<file path="config.mk">
export PLATFORM = sky130hd
export DESIGN_NAME = dsp_div_32
export DESIGN_NICKNAME = d
export VERILOG_FILES = /design/src/rtl/dsp_div_32.sv
export SDC_FILE = /design/constraint.sdc
export NUM_CORES = 1
export LEC_CHECK = 0
export CAP_MARGIN = 20
export CORE_ASPECT_RATIO = 0.8
export CORE_MARGIN = 3
export CORE_UTILIZATION = 56
export CTS_CLUSTER_DIAMETER = 50
export DETAILED_ROUTE_END_ITERATION = 8
export GPL_TIMING_DRIVEN = 0
export PLACE_DENSITY = 0.89
export SLEW_MARGIN = 10
export SYNTH_ARGS = -nofsm -noshare
export SYNTH_HDL_FRONTEND = slang
export SYNTH_SLANG_ARGS = --single-unit
</file>
<file path="constraint.sdc">
create_clock -name clock -period 3.4 [get_ports clock]
set_clock_uncertainty 0.1 [all_clocks]
set_input_delay 0.85 -clock clock [delete_from_list [all_inputs] [get_ports clock]]
set_output_delay 0.85 -clock clock [all_outputs]
set_load 0.02 [all_outputs]
</file>
<file path="src/rtl/dsp_div_32.sv">
// Signed 32/16 restoring divider with saturated 16-bit quotient; one result in flight.
// Latency: out_valid rises 34 edges after the accept edge; in_ready low until the result is taken.
module dsp_div_32 (
    input  logic        clock,
    input  logic        resetn,
    input  logic        in_valid,
    output logic        in_ready,
    input  logic [31:0] X,
    input  logic [15:0] B,
    output logic        out_valid,
    input  logic        out_ready,
    output logic [15:0] A,
    output logic [15:0] R,
    output logic        ovf,
    output logic        div_zero
);

    typedef enum logic [1:0] {IDLE, CALC, FIX, DONE} state_t;

    state_t      state, state_nxt;
    logic [31:0] q_mag;
    logic [16:0] rem;
    logic [15:0] b_mag;
    logic        x_neg;
    logic        q_neg;
    logic [5:0]  cnt;

    logic [16:0] trial;
    logic [16:0] diff;
    logic        take;
    logic [15:0] a_fix;
    logic [15:0] r_fix;
    logic        ovf_fix;

    assign in_ready  = (state == IDLE);
    assign out_valid = (state == DONE);

    always_ff @(posedge clock) begin
        if (!resetn) state <= IDLE;
        else         state <= state_nxt;
    end

    // The terminal-count cycle of CALC (cnt == 32) performs no step and hands off to FIX.
    always_comb begin
        state_nxt = state;
        case (state)
            IDLE: if (in_valid)       state_nxt = CALC;
            CALC: if (cnt == 6'd32)   state_nxt = FIX;
            FIX:                      state_nxt = DONE;
            DONE: if (out_ready)      state_nxt = IDLE;
            default:                  state_nxt = IDLE;
        endcase
    end

    // rem[16] is never set in practice (rem < b_mag <= 2^15) but is folded in for safety.
    always_comb begin
        trial = {rem[15:0], q_mag[31]};
        take  = rem[16] | (trial >= {1'b0, b_mag});
        diff  = trial - {1'b0, b_mag};
    end

    always_comb begin
        a_fix   = q_mag[15:0];
        r_fix   = x_neg ? (16'd0 - rem[15:0]) : rem[15:0];
        ovf_fix = 1'b0;
        if (b_mag == 16'd0) begin
            a_fix = x_neg ? 16'h8000 : 16'h7FFF;
            r_fix = 16'd0;
        end else if (!q_neg) begin
            if (q_mag > 32'd32767) begin
                a_fix   = 16'h7FFF;
                ovf_fix = 1'b1;
            end
        end else begin
            if (q_mag > 32'd32768) begin
                a_fix   = 16'h8000;
                ovf_fix = 1'b1;
            end else begin
                a_fix = 16'd0 - q_mag[15:0];
            end
        end
    end

    always_ff @(posedge clock) begin
        if (!resetn) begin
            q_mag    <= '0;
            rem      <= '0;
            b_mag    <= '0;
            x_neg    <= 1'b0;
            q_neg    <= 1'b0;
            cnt      <= '0;
            A        <= '0;
            R        <= '0;
            ovf      <= 1'b0;
            div_zero <= 1'b0;
        end else begin
            case (state)
                IDLE: if (in_valid) begin
                    // Negating 32'h80000000 yields itself, which reads correctly as 2^31 unsigned.
                    q_mag <= X[31] ? (32'd0 - X) : X;
                    b_mag <= B[15] ? (16'd0 - B) : B;
                    x_neg <= X[31];
                    q_neg <= X[31] ^ B[15];
                    rem   <= '0;
                    cnt   <= '0;
                end
                CALC: if (cnt != 6'd32) begin
                    rem   <= take ? diff : trial;
                    q_mag <= {q_mag[30:0], take};
                    cnt   <= cnt + 6'd1;
                end
                FIX: begin
                    A        <= a_fix;
                    R        <= r_fix;
                    ovf      <= ovf_fix;
                    div_zero <= (b_mag == 16'd0);
                end
                default: ;
            endcase
        end
    end

endmodule

</file>
---- Yosys cells after proc, flatten, opt, wreduce, memory -nomap -nowiden ----
Index checks and enable logic that the tools add are counted.
W data, S select, Z words.
cells by class
  add/subtract/negate cells ............... 6
  magnitude comparators ................... 3
  eq/ne operators ......................... 9
  mux-type cells .......................... 27
  bitwise gates (word level) .............. 2
  reduce and logical (&&, ||, !) cells .... 6
operators with widths
  operator                 number
  $mux W16                 8
  $mux W32                 3
  $pmux W32 S2             1
  $mux W17                 3
  $sub A1 B16 Y16 const A  3
  $pmux W17 S2             1
  $gt A32 B15 Y1 const B   1
  $gt A32 B16 Y1 const B   1
  $sub A1 B32 Y32 const A  1
  $ge A17 B16 Y1           1
  $sub A17 B16 Y17         1
  $logic_not A16 Y1        1
  $mux W6                  2
  $pmux W6 S2              1
  $pmux W2 S4              1
  $add A6 B1 Y6 const B    1
  $eq A6 B6 Y1 const B     1
  $mux W2                  3
  $ne A2 B2 Y1 const B     3
  $ne A6 B6 Y1 const B     1
  $reduce_and A3 Y1        2
  $eq A2 B2 Y1 const B     2
  $mux W1                  4
  $eq A2 B1 Y1 const B     1
  6 further kinds          6
word-level totals
  register bits ........................... 109
  input bits .............................. 52

---- Logic depth before layout (Yosys ltp) ----
Gate-level depths: netlist of the first run.
  word-level depth ........................ 5
  gate-level depth with buffers ........... 12
  gate-level depth less buffers ........... 11

---- Least setup slack after synthesis of the first run ----
Ideal clock, no wire load.
  path kind ............................... in2reg
  start point ............................. in X[14]
  end point ............................... reg q_mag[26]
  library setup time ...................... 134 ps
  data arrival time ....................... 2685 ps
  data required time ...................... 3166 ps
  slack ................................... 482 ps
  cell stages on the path ................. 7
  path buffers ............................ 0
  cell sequence ........................... or4_4 > or4_4 > nor3_4 > nand3_1 > o41ai_1 > xor2_1 > o22ai_1
between the ends
  cells in the longest elaborated chain, start to end .. 4
RTL lines
  what                  line  text
  start, declared       8     input logic [31:0] X,
  $sub A1 B32 Y32       100   q_mag <= X[31] ? (32'd0 - X) : X;
  $mux W32              100
  $mux W32              98    IDLE: if (in_valid) begin
  $pmux W32 S2          97    case (state)
  end signal, assigned  100
  end signal, assigned  109   q_mag <= {q_mag[30:0], take};
  end, declared         21    logic [31:0] q_mag;
Every way passes these cells. The select of a mux whose other input is x is not followed.
A chain may end at the register's enable or synchronous reset.

---- Worst setup path after layout of the first run ----
  start point ............................. in X[12]
  end point ............................... reg q_mag[23]
Same word-level chain as after synthesis.

==> reports/results.md, run 1 <==
| Group | Result | Value |
|:---|:---|:---|
| run status | Outcome | completed |
| critical path | Cell type of the slowest stage on the worst timing path | or4_4 |
| timing | Setup TNS | 0 ps |
| final layout | Fraction of layout instances using a drive strength above 1 | 3.55% |
| detailed routing | Wire length reported by the detailed router | 18400 um |
| final layout | Core utilization of the finished layout | 70.0% |
| clock network | TritonCTS sink count | 109 |
| critical path | Critical path's largest stage delay | 560 ps |
| power | Sw frac | 46.4% |
| global routing | Via count of the first global-routing pass | 6221 |
| final layout | Finished Cell Area | 8190 um^2 |
| clock network | Number of H-tree branching levels | 3 |
| yosys | Register bit count reported by yosys | 109 |
| min path | Class of the most critical hold timing path | reg2reg |
| critical path | Chain of cells forming the critical path | clkdlybuf4s50_1 > or4_4 > or4_4 > nor3_4 > nand4_1 > buf_4 > nand2_1 > xor2_1 > o22ai_1 |
| global routing | Gr ovfl total | 0 |
| critical path | Critical Setup Path Class | in2reg |
| clock network | Clock tree from TritonCTS | done |
| timing | Slew at the pin with the worst max-slew slack | 1090 ps |
| yosys | Sequential share of the synthesized area | 32.1% |
| critical path | CP max FO | 5 |
| timing | Final critical delay including setup and external delays | 3270 ps |
| clock network | Number of buffers between clock root and the deepest sink | 2 |
| placement | Placer's final routability congestion estimate | 0.930 |
| die | Site Rows | 35 |
| yosys | Dominant cell type by area after synthesis | dfxtp_1 |
| placement | IO Port Bufs | 85 |
| min path | Number of cells on the worst hold path | 2 |
| yosys | Fraction of synthesis flops using an asynchronous set or reset pin | 0% |
| timing | Count of endpoints failing setup in the final report | 0 |
| yosys | Post-synthesis cell area | 6800 um^2 |
| yosys | Mapped Nets | 935 |
| die | Area of the placeable core | 11700 um^2 |
| yosys | Number of cells produced by synthesis | 856 |
| placement | Instance area at placement | 7830 um^2 |
| detailed routing | Remaining DRCs | 0 |
| clock network | CTS Root Buffer Type | clkbuf_16 |
| critical path | CP Data Arrival Time | 3390 ps |
| critical path | Count of cells along the worst register-to-register path | 11 |
| power | Logic gate share of total power | 62.1% |
| clock network | Clock transition time at the flip-flop clock pins of the worst setup and hold paths | 70 ps |
| timing | Highest Clock Rate | 306 MHz |
| flow run | Maxcap violations | 0 |
| yosys | Syn Area/Cell | 7.94 um^2 |
| detailed routing | 1st-iter DRT viols | 594 |
| timing | Final hold slack | 370 ps |
| global routing | All-layer global routing usage | 27.0% |
| detailed routing | Total iterations of the first detailed-routing run | 6 |
| timing | Final count of pins violating max slew | 0 |
| die | Total Die Area | 13500 um^2 |
| die | Initial core utilization | 58.1% |
| power | Standby leakage power | 3.13 nW |
| die | Chip Width | 129 um |
| timing | Count of final hold-check violations | 0 |
| critical path | Required time worst endpoint | 3520 ps |
| timing | Normalized max-slew margin | 26.8% |
| yosys | Number of warnings issued by yosys | 0 |
| power | Share of total power in the clock network | 13.6% |
| detailed routing | Routed len/inst | 16.6 um |
| timing | RSZ-0062 raised after global routing | true |
| global routing | Global-route wire length before repair | 30200 um |
| yosys | EDFF count, synth | 0 |
| detailed routing | Via total after detailed routing | 6731 |
| power | Sequential share of power | 24.2% |
| clock network | CTS hold repair buffers | 0 |
| clock network | Worst-skew pair later-pin latency | 350 ps |
| yosys | Dominant register cell in the synthesized netlist | dfxtp_1 |
| critical path | Nature of the critical path startpoint | input port |
| power | Internal power summed over all cells | 4.47 mW |
| final layout | Number of nets in the layout | 1032 |
| die | Die Height | 105 um |
| critical path | CP endpoint kind | flop |
| placement | HPWL after detailed placement | 14000 um |
| detailed routing | Number of vias per cell | 6.09 |
| yosys | Cells taking the most area after synthesis | dfxtp_1, xor2_1, o21ai_0, nand2_1, ha_1 |
| critical path | Most frequent cell on the critical path | or4_4 |
| final layout | Growth of design area from synthesis to finish | 20.5% |
| detailed routing | Antenna violation net count after detailed routing | 0 |
| yosys | Distinct cell type count of the synthesized netlist | 58 |
| global routing | Largest net degree at the start of global routing | 18 |
| clock network | Clock buffers created by TritonCTS | 9 |
| timing | Post-route clock period utilization | 96.2% |
| yosys | Share of the synthesized area in the top cell type | 32.1% |
| power | Cell area power density | 1020 nW/um^2 |
| final layout | Number of diodes added for antenna fixing | 0 |
| global routing | Number of antenna violations at the first check in global routing | 0 |
| die | I/O pin cnt | 88 |
| power | Switching power | 3.88 mW |
| power | Peak VDD IR | 0.607 mV |
-- flip-flops by register name (all words and copies together), names as in the netlist --
register,count
A,16
ovf,1
q_mag,32
x_neg,1
cnt,6
state,2
R,16
div_zero,1
rem,17
q_neg,1
b_mag,16
-- cells in the mapped netlist (all sizes together), types with 3 or more instances --
cell type and number:
a222oi 6, o21a 3, nand4 6, a22oi 25, o211ai 3, nor2b 5, a211oi 3, xor2 48
o22ai 21, nand2b 9, nand3 17, mux2i 20, ha 26, or4 11, nor3 17, a21boi 8
a21oi 54, a221oi 7, nor2 55, o2bb2ai 4, o41ai 7, a21o 4, and2 7, o21ai 77
xnor2 32, or3 8, inv 42, clkbuf 42, o31ai 19, a22o 6, buf 8, o211a 11
nand2 96, nor3b 3, and3 3, a31oi 6, nor4 11, dfxtp 109
-- metrics by stage --
stage / setup WS (ps) / std cells / power [mW]
floorplan: 482 / 856 / 5.83
global route: -53.7 / 1106 / 8.97
CTS: 25.3 / 1105 / 8.23
detailed placement: -320 / 1089 / 7.06
finish: 130 / 1106 / 8.35
global placement: -291 / 1089 / 6.98
-- placed cells by master, fill, tap and decap left out, types with 7 or more instances in the layout --
cell             Yosys  routed
a21boi_0             8       8
a21oi_1             54      54
a221oi_1             7       7
a22oi_1             25      25
and2_1               7       7
clkbuf_1            42      42
clkbuf_16            0       9
clkdlybuf4s50_1      0      85
dfxtp_1            109     109
ha_1                26      26
inv_1               42      42
mux2i_1             20      20
nand2_1             95      95
nand2b_1             9       9
nand3_1             17      17
nor2_1              55      55
nor3_1              15      14
nor4_1              11      11
o211a_1             11      11
o21ai_0             77      75
o22ai_1             21      21
o31ai_1             19      18
or3_1                8       8
or4_1                7       7
xnor2_1             32      32
xor2_1              48      48
-- path summary, 6_finish.rpt --
kind	startpoint	endpoint	slack, ps
worst min-delay path	A[6]	A[6]	370
worst max register to register	b_mag[2]	rem[9]	280
worst min register to register	A[6]	A[6]	370
worst max-delay path	X[12]	q_mag[23]	130
-- power by group through the flow --
stage | clock network (mW) | logic (mW) | registers (mW)
after floorplan | 0 | 3.81 | 2.02
after global routing | 1.20 | 5.70 | 2.07
after CTS | 1.14 | 5.09 | 2.00
after global placement | 0 | 4.97 | 2.01
after detailed placement | 0 | 5.03 | 2.03
final | 1.14 | 5.19 | 2.02
-- final cells by class --
| class | count | area, um^2 |
|---|---|---|
| Clock buffer | 13 | 280 |
| Clock inverter | 3 | 50.0 |
| Fill cell | 952 | 3500 |
| Timing Repair Buffer | 86 | 858 |
| Sequential cell | 109 | 2180 |
| Buffer | 50 | 195 |
| Tap cell | 148 | 185 |
| Inverter | 42 | 158 |
| Multi-Input combinational cell | 655 | 4280 |
-- worst max-delay path, delay by kind of cell --
| family | cells | cell delay (ps) |
|---|---|---|
| buffers and inverters | 2 | 710 |
| XOR/XNOR | 1 | 150 |
| AND/OR/NAND/NOR | 5 | 1570 |
| AO/OA/AOI/OAI | 1 | 90 |
-- cells by family after synthesis --
group | share of synthesized area, %
flip-flops | 32.1
AO/OA/AOI/OAI | 26.2
multiplexers | 2.94
adder cells (fa/ha/maj) | 5.08
buffers and inverters | 5.19
XOR/XNOR | 10.3
AND/OR/NAND/NOR | 18.2
-- timing repair --
item | CTS | global route
setup endpoints to repair | 0 | 8
setup buffers | 0 | 1
resized for setup | 0 | 5
-- metal layers --
layer | wire, um | up-vias | GRT usage (%)
met4 | 306 | 0 | 6.45
met5 | 0 | - | 0
met3 | 1780 | 28 | 7.77
met1 | 8750 | 3061 | 40.2
li1 | - | 3300 | -
met2 | 7550 | 342 | 38.4
No activity file was read; power rests on OpenSTA's default activity.
==> run 2, diff against run 1 <==
--- a/config.mk
+++ b/config.mk
@@ -7,12 +7,13 @@
 export LEC_CHECK = 0
 export CAP_MARGIN = 20
 export CORE_ASPECT_RATIO = 0.8
-export CORE_MARGIN = 3
-export CORE_UTILIZATION = 56
+export CORE_MARGIN = 2
+export CORE_UTILIZATION = 50
 export CTS_CLUSTER_DIAMETER = 50
 export DETAILED_ROUTE_END_ITERATION = 8
 export GPL_TIMING_DRIVEN = 0
-export PLACE_DENSITY = 0.89
+export PLACE_DENSITY = 0.81
+export REMOVE_ABC_BUFFERS = 1
 export SLEW_MARGIN = 10
 export SYNTH_ARGS = -nofsm -noshare
 export SYNTH_HDL_FRONTEND = slang
==> reports/results.md, run 2 (synthesis results as in run 1) <==
| Group | Result | Value | Delta |
|:---|:---|:---|:---|
| run status | Outcome | completed |  |
| detailed routing | Number of vias per cell | 5.82 | -4.3% |
| critical path | Nature of the critical path startpoint | input port |  |
| timing | Worst setup margin | 108 ps | -21.8 ps |
| placement | IO Port Bufs | 87 | +2.4% |
| critical path | CP max FO | 5 | unchanged |
| final layout | Growth of design area from synthesis to finish | 18.5% |  |
| die | Die Height | 108 um | +3.6% |
| global routing | Via count of the first global-routing pass | 5690 | -8.5% |
| clock network | Number of H-tree branching levels | 3 | unchanged |
| critical path | Critical path's largest stage delay | 520 ps | -40 ps |
| critical path | Count of buffer and inverter cells on the critical path | 1 | -1 |
| detailed routing | Routed len/inst | 15.1 um | -9.3% |
| global routing | Gr ovfl total | 0 | unchanged |
| timing | Final count of pins violating max slew | 0 | unchanged |
| final layout | Number of nets in the layout | 986 | -4.5% |
| die | Chip Width | 134 um | +4.0% |
| clock network | Number of buffers between clock root and the deepest sink | 2 | unchanged |
| min path | Hold_sp | A[11] |  |
| placement | Pre-CTS setup slack | -289 ps | +31.5 ps |
| timing | Final critical delay including setup and external delays | 3290 ps | +21.8 ps |
| placement | Placer's final routability congestion estimate | 0.899 | -3.4% |
| global routing | Largest net degree at the start of global routing | 50 | +32 |
| min path | Endpoint, Worst Hold | A[11] |  |
| power | Peak VDD IR | 0.578 mV | -4.8% |
| clock network | Worst-skew pair later-pin latency | 350 ps | about the same |
| global routing | Met3 layer usage reported by global route | 3.52% | -4.3 points |
| clock network | CTS hold repair buffers | 0 | unchanged |
| critical path | Cell type of the slowest stage on the worst timing path | or4_1 |  |
| die | Total Die Area | 14500 um^2 | +7.7% |
| flow run | Maxcap violations | 0 | unchanged |
| min path | Number of cells on the worst hold path | 1 | -1 |
| detailed routing | Via total after detailed routing | 6358 | -5.5% |
| die | Area of the placeable core | 13400 um^2 | +15% |
| timing | Normalized max-slew margin | 30.7% | +3.9 points |
| final layout | Number of diodes added for antenna fixing | 0 | unchanged |
| clock network | CTS Root Buffer Type | clkbuf_16 |  |
| clock network | Clock transition time at the flip-flop clock pins of the worst setup and hold paths | 70 ps | about the same |
| final layout | FILL cells | 1225 | +29% |
| clock network | Clock buffers created by TritonCTS | 9 | unchanged |
| final layout | Number of flip-flops in the largest register | 32 | unchanged |
| final layout | Core utilization of the finished layout | 60.1% | -9.9 points |
| timing | Count of final hold-check violations | 0 | unchanged |
| critical path | R2r endpoint | rem[0] |  |
| critical path | Count of cells along the worst register-to-register path | 10 | -1 |
| critical path | CP endpoint kind | flop |  |
| final layout | Non-Filler Instances | 1092 | -1.3% |
| final layout | Fraction of layout instances using a drive strength above 1 | 3.84% | +0.29 points |
| global routing | Global routing met2 resource utilization | 35.1% | -3.3 points |
| timing | RSZ-0062 raised after global routing | true |  |
| global routing | Most Used Layer, Global Route | met2 |  |
| min path | Class of the most critical hold timing path | reg2reg |  |
| detailed routing | Total iterations of the first detailed-routing run | 5 | -1 |
| timing | Slew at the pin with the worst max-slew slack | 1040 ps | -48.0 ps |
| critical path | CP delay by family, top | simple AND/OR/NAND/NOR gates |  |
| power | Overall power of the completed layout | 8.00 mW | -4.2% |
| global routing | Number of antenna violations at the first check in global routing | 0 | unchanged |
| detailed routing | Antenna violation net count after detailed routing | 0 | unchanged |
| placement | HPWL after detailed placement | 12300 um | -13% |
| critical path | Beginning of the worst register-to-register path | b_mag[1] |  |
| critical path | CP Data Arrival Time | 3400 ps | about the same |
| detailed routing | Remaining DRCs | 0 | unchanged |
| die | Site Rows | 38 | +8.6% |
| timing | Highest Clock Rate | 304 MHz | -0.66% |
| final layout | Register bank with the most flops | q_mag |  |
| timing | Post-route clock period utilization | 96.8% | +0.64 points |
| clock network | TritonCTS sink count | 109 | unchanged |
| critical path | Critical Setup Path Class | in2reg |  |
| power | Cell area power density | 993 nW/um^2 | -2.6% |
| global routing | All-layer global routing usage | 22.9% | -4.1 points |
| clock network | Clock tree from TritonCTS | done |  |
| clock network | Post CTS Setup Buffer Count | 0 | unchanged |
| final layout | Most common cell after layout, fill and taps aside | dfxtp_1 |  |
| clock network | Cts repair resizes | 0 | unchanged |
| power | Standby leakage power | 3.06 nW | -2.2% |
| critical path | Reg2reg setup slack | 220 ps | -60 ps |
| global routing | Global-route wire length before repair | 27500 um | -8.7% |
| die | Initial core utilization | 50.7% | -7.4 points |
| placement | Number of placed instances, taps included | 1075 | -1.3% |
| global routing | Met1 capacity usage during global routing | 34.0% | -6.2 points |
| timing | Final hold slack | 366 ps | -3.43 ps |
| critical path | Required time worst endpoint | 3500 ps | -20 ps |
| timing | Count of endpoints failing setup in the final report | 0 | unchanged |
| detailed routing | Wire length reported by the detailed router | 16500 um | -10% |
| final layout | Largest registers | q_mag x32, rem x17 |  |
| die | I/O pin cnt | 88 | unchanged |
| detailed routing | 1st-iter DRT viols | 500 | -16% |
| final layout | Commonest non-fill, non-tap cells in the layout | dfxtp_1, nand2_1, clkdlybuf4s50_1 |  |
| critical path | Chain of cells forming the critical path | clkdlybuf4s50_1 > or3_1 > or4_1 > nor3_1 > nand3_1 > o31ai_1 > xor2_1 > o22ai_1 |  |
==> run 2: report_power, final <==
group          switching [mW]  total (mW)  internal, mW
clock network           0.447       0.984         0.538
logic                    2.82        4.96          2.14
registers               0.428        2.06          1.63
total                    3.70        8.00          4.31
==> run 2: final cells by class <==
class	instances	area, um^2	share of cell area (%)
inverter	42	158	1.96
sequential	109	2180	27.1
clock buffer	13	260	3.23
tap	180	225	2.80
timing repair buffer	90	912	11.3
clock inverter	3	18.8	0.233
multi-input combinational	655	4300	53.4
==> run 2: metrics by stage <==
stage | instance area [um^2] | setup TNS, ps
2_1_floorplan | 6600 | 0
3_3_place_gp | 7700 | -56140
3_5_place_dp | 7740 | -4730
4_1_cts | 8020 | 0
5_1_grt | 8060 | -79.5
6_report | 8060 | 0
==> run 2: how the worst max path moves through the flow <==
stage | depth (start not counted) | endpoint | start
2_1_floorplan | 9 | rem[0] | b_mag[2]
3_3_place_gp | 4 | A[14] | resetn
3_5_place_dp | 8 | q_mag[26] | X[4]
4_1_cts | 8 | q_mag[26] | X[2]
5_1_grt | 8 | q_mag[25] | X[12]
6_report | 8 | q_mag[28] | X[2]
==> run 2: per-layer routing <==
metal  up-vias  share of wire, %
met1      2921                50
met2       212                43
met3        15               6.2
met5         -                 0
met4         0               1.1
li1       3210                 -
==> run 2: worst reg2reg max path: stages (launching register included) <==
cell	delay, ps
dfxtp_1	390
inv_1	100
ha_1	310
nand2b_1	80
a211oi_1	370
o21ai_0	290
a31o_2	350
o21bai_2	500
buf_6	250
mux2i_1	250
a22o_1	140
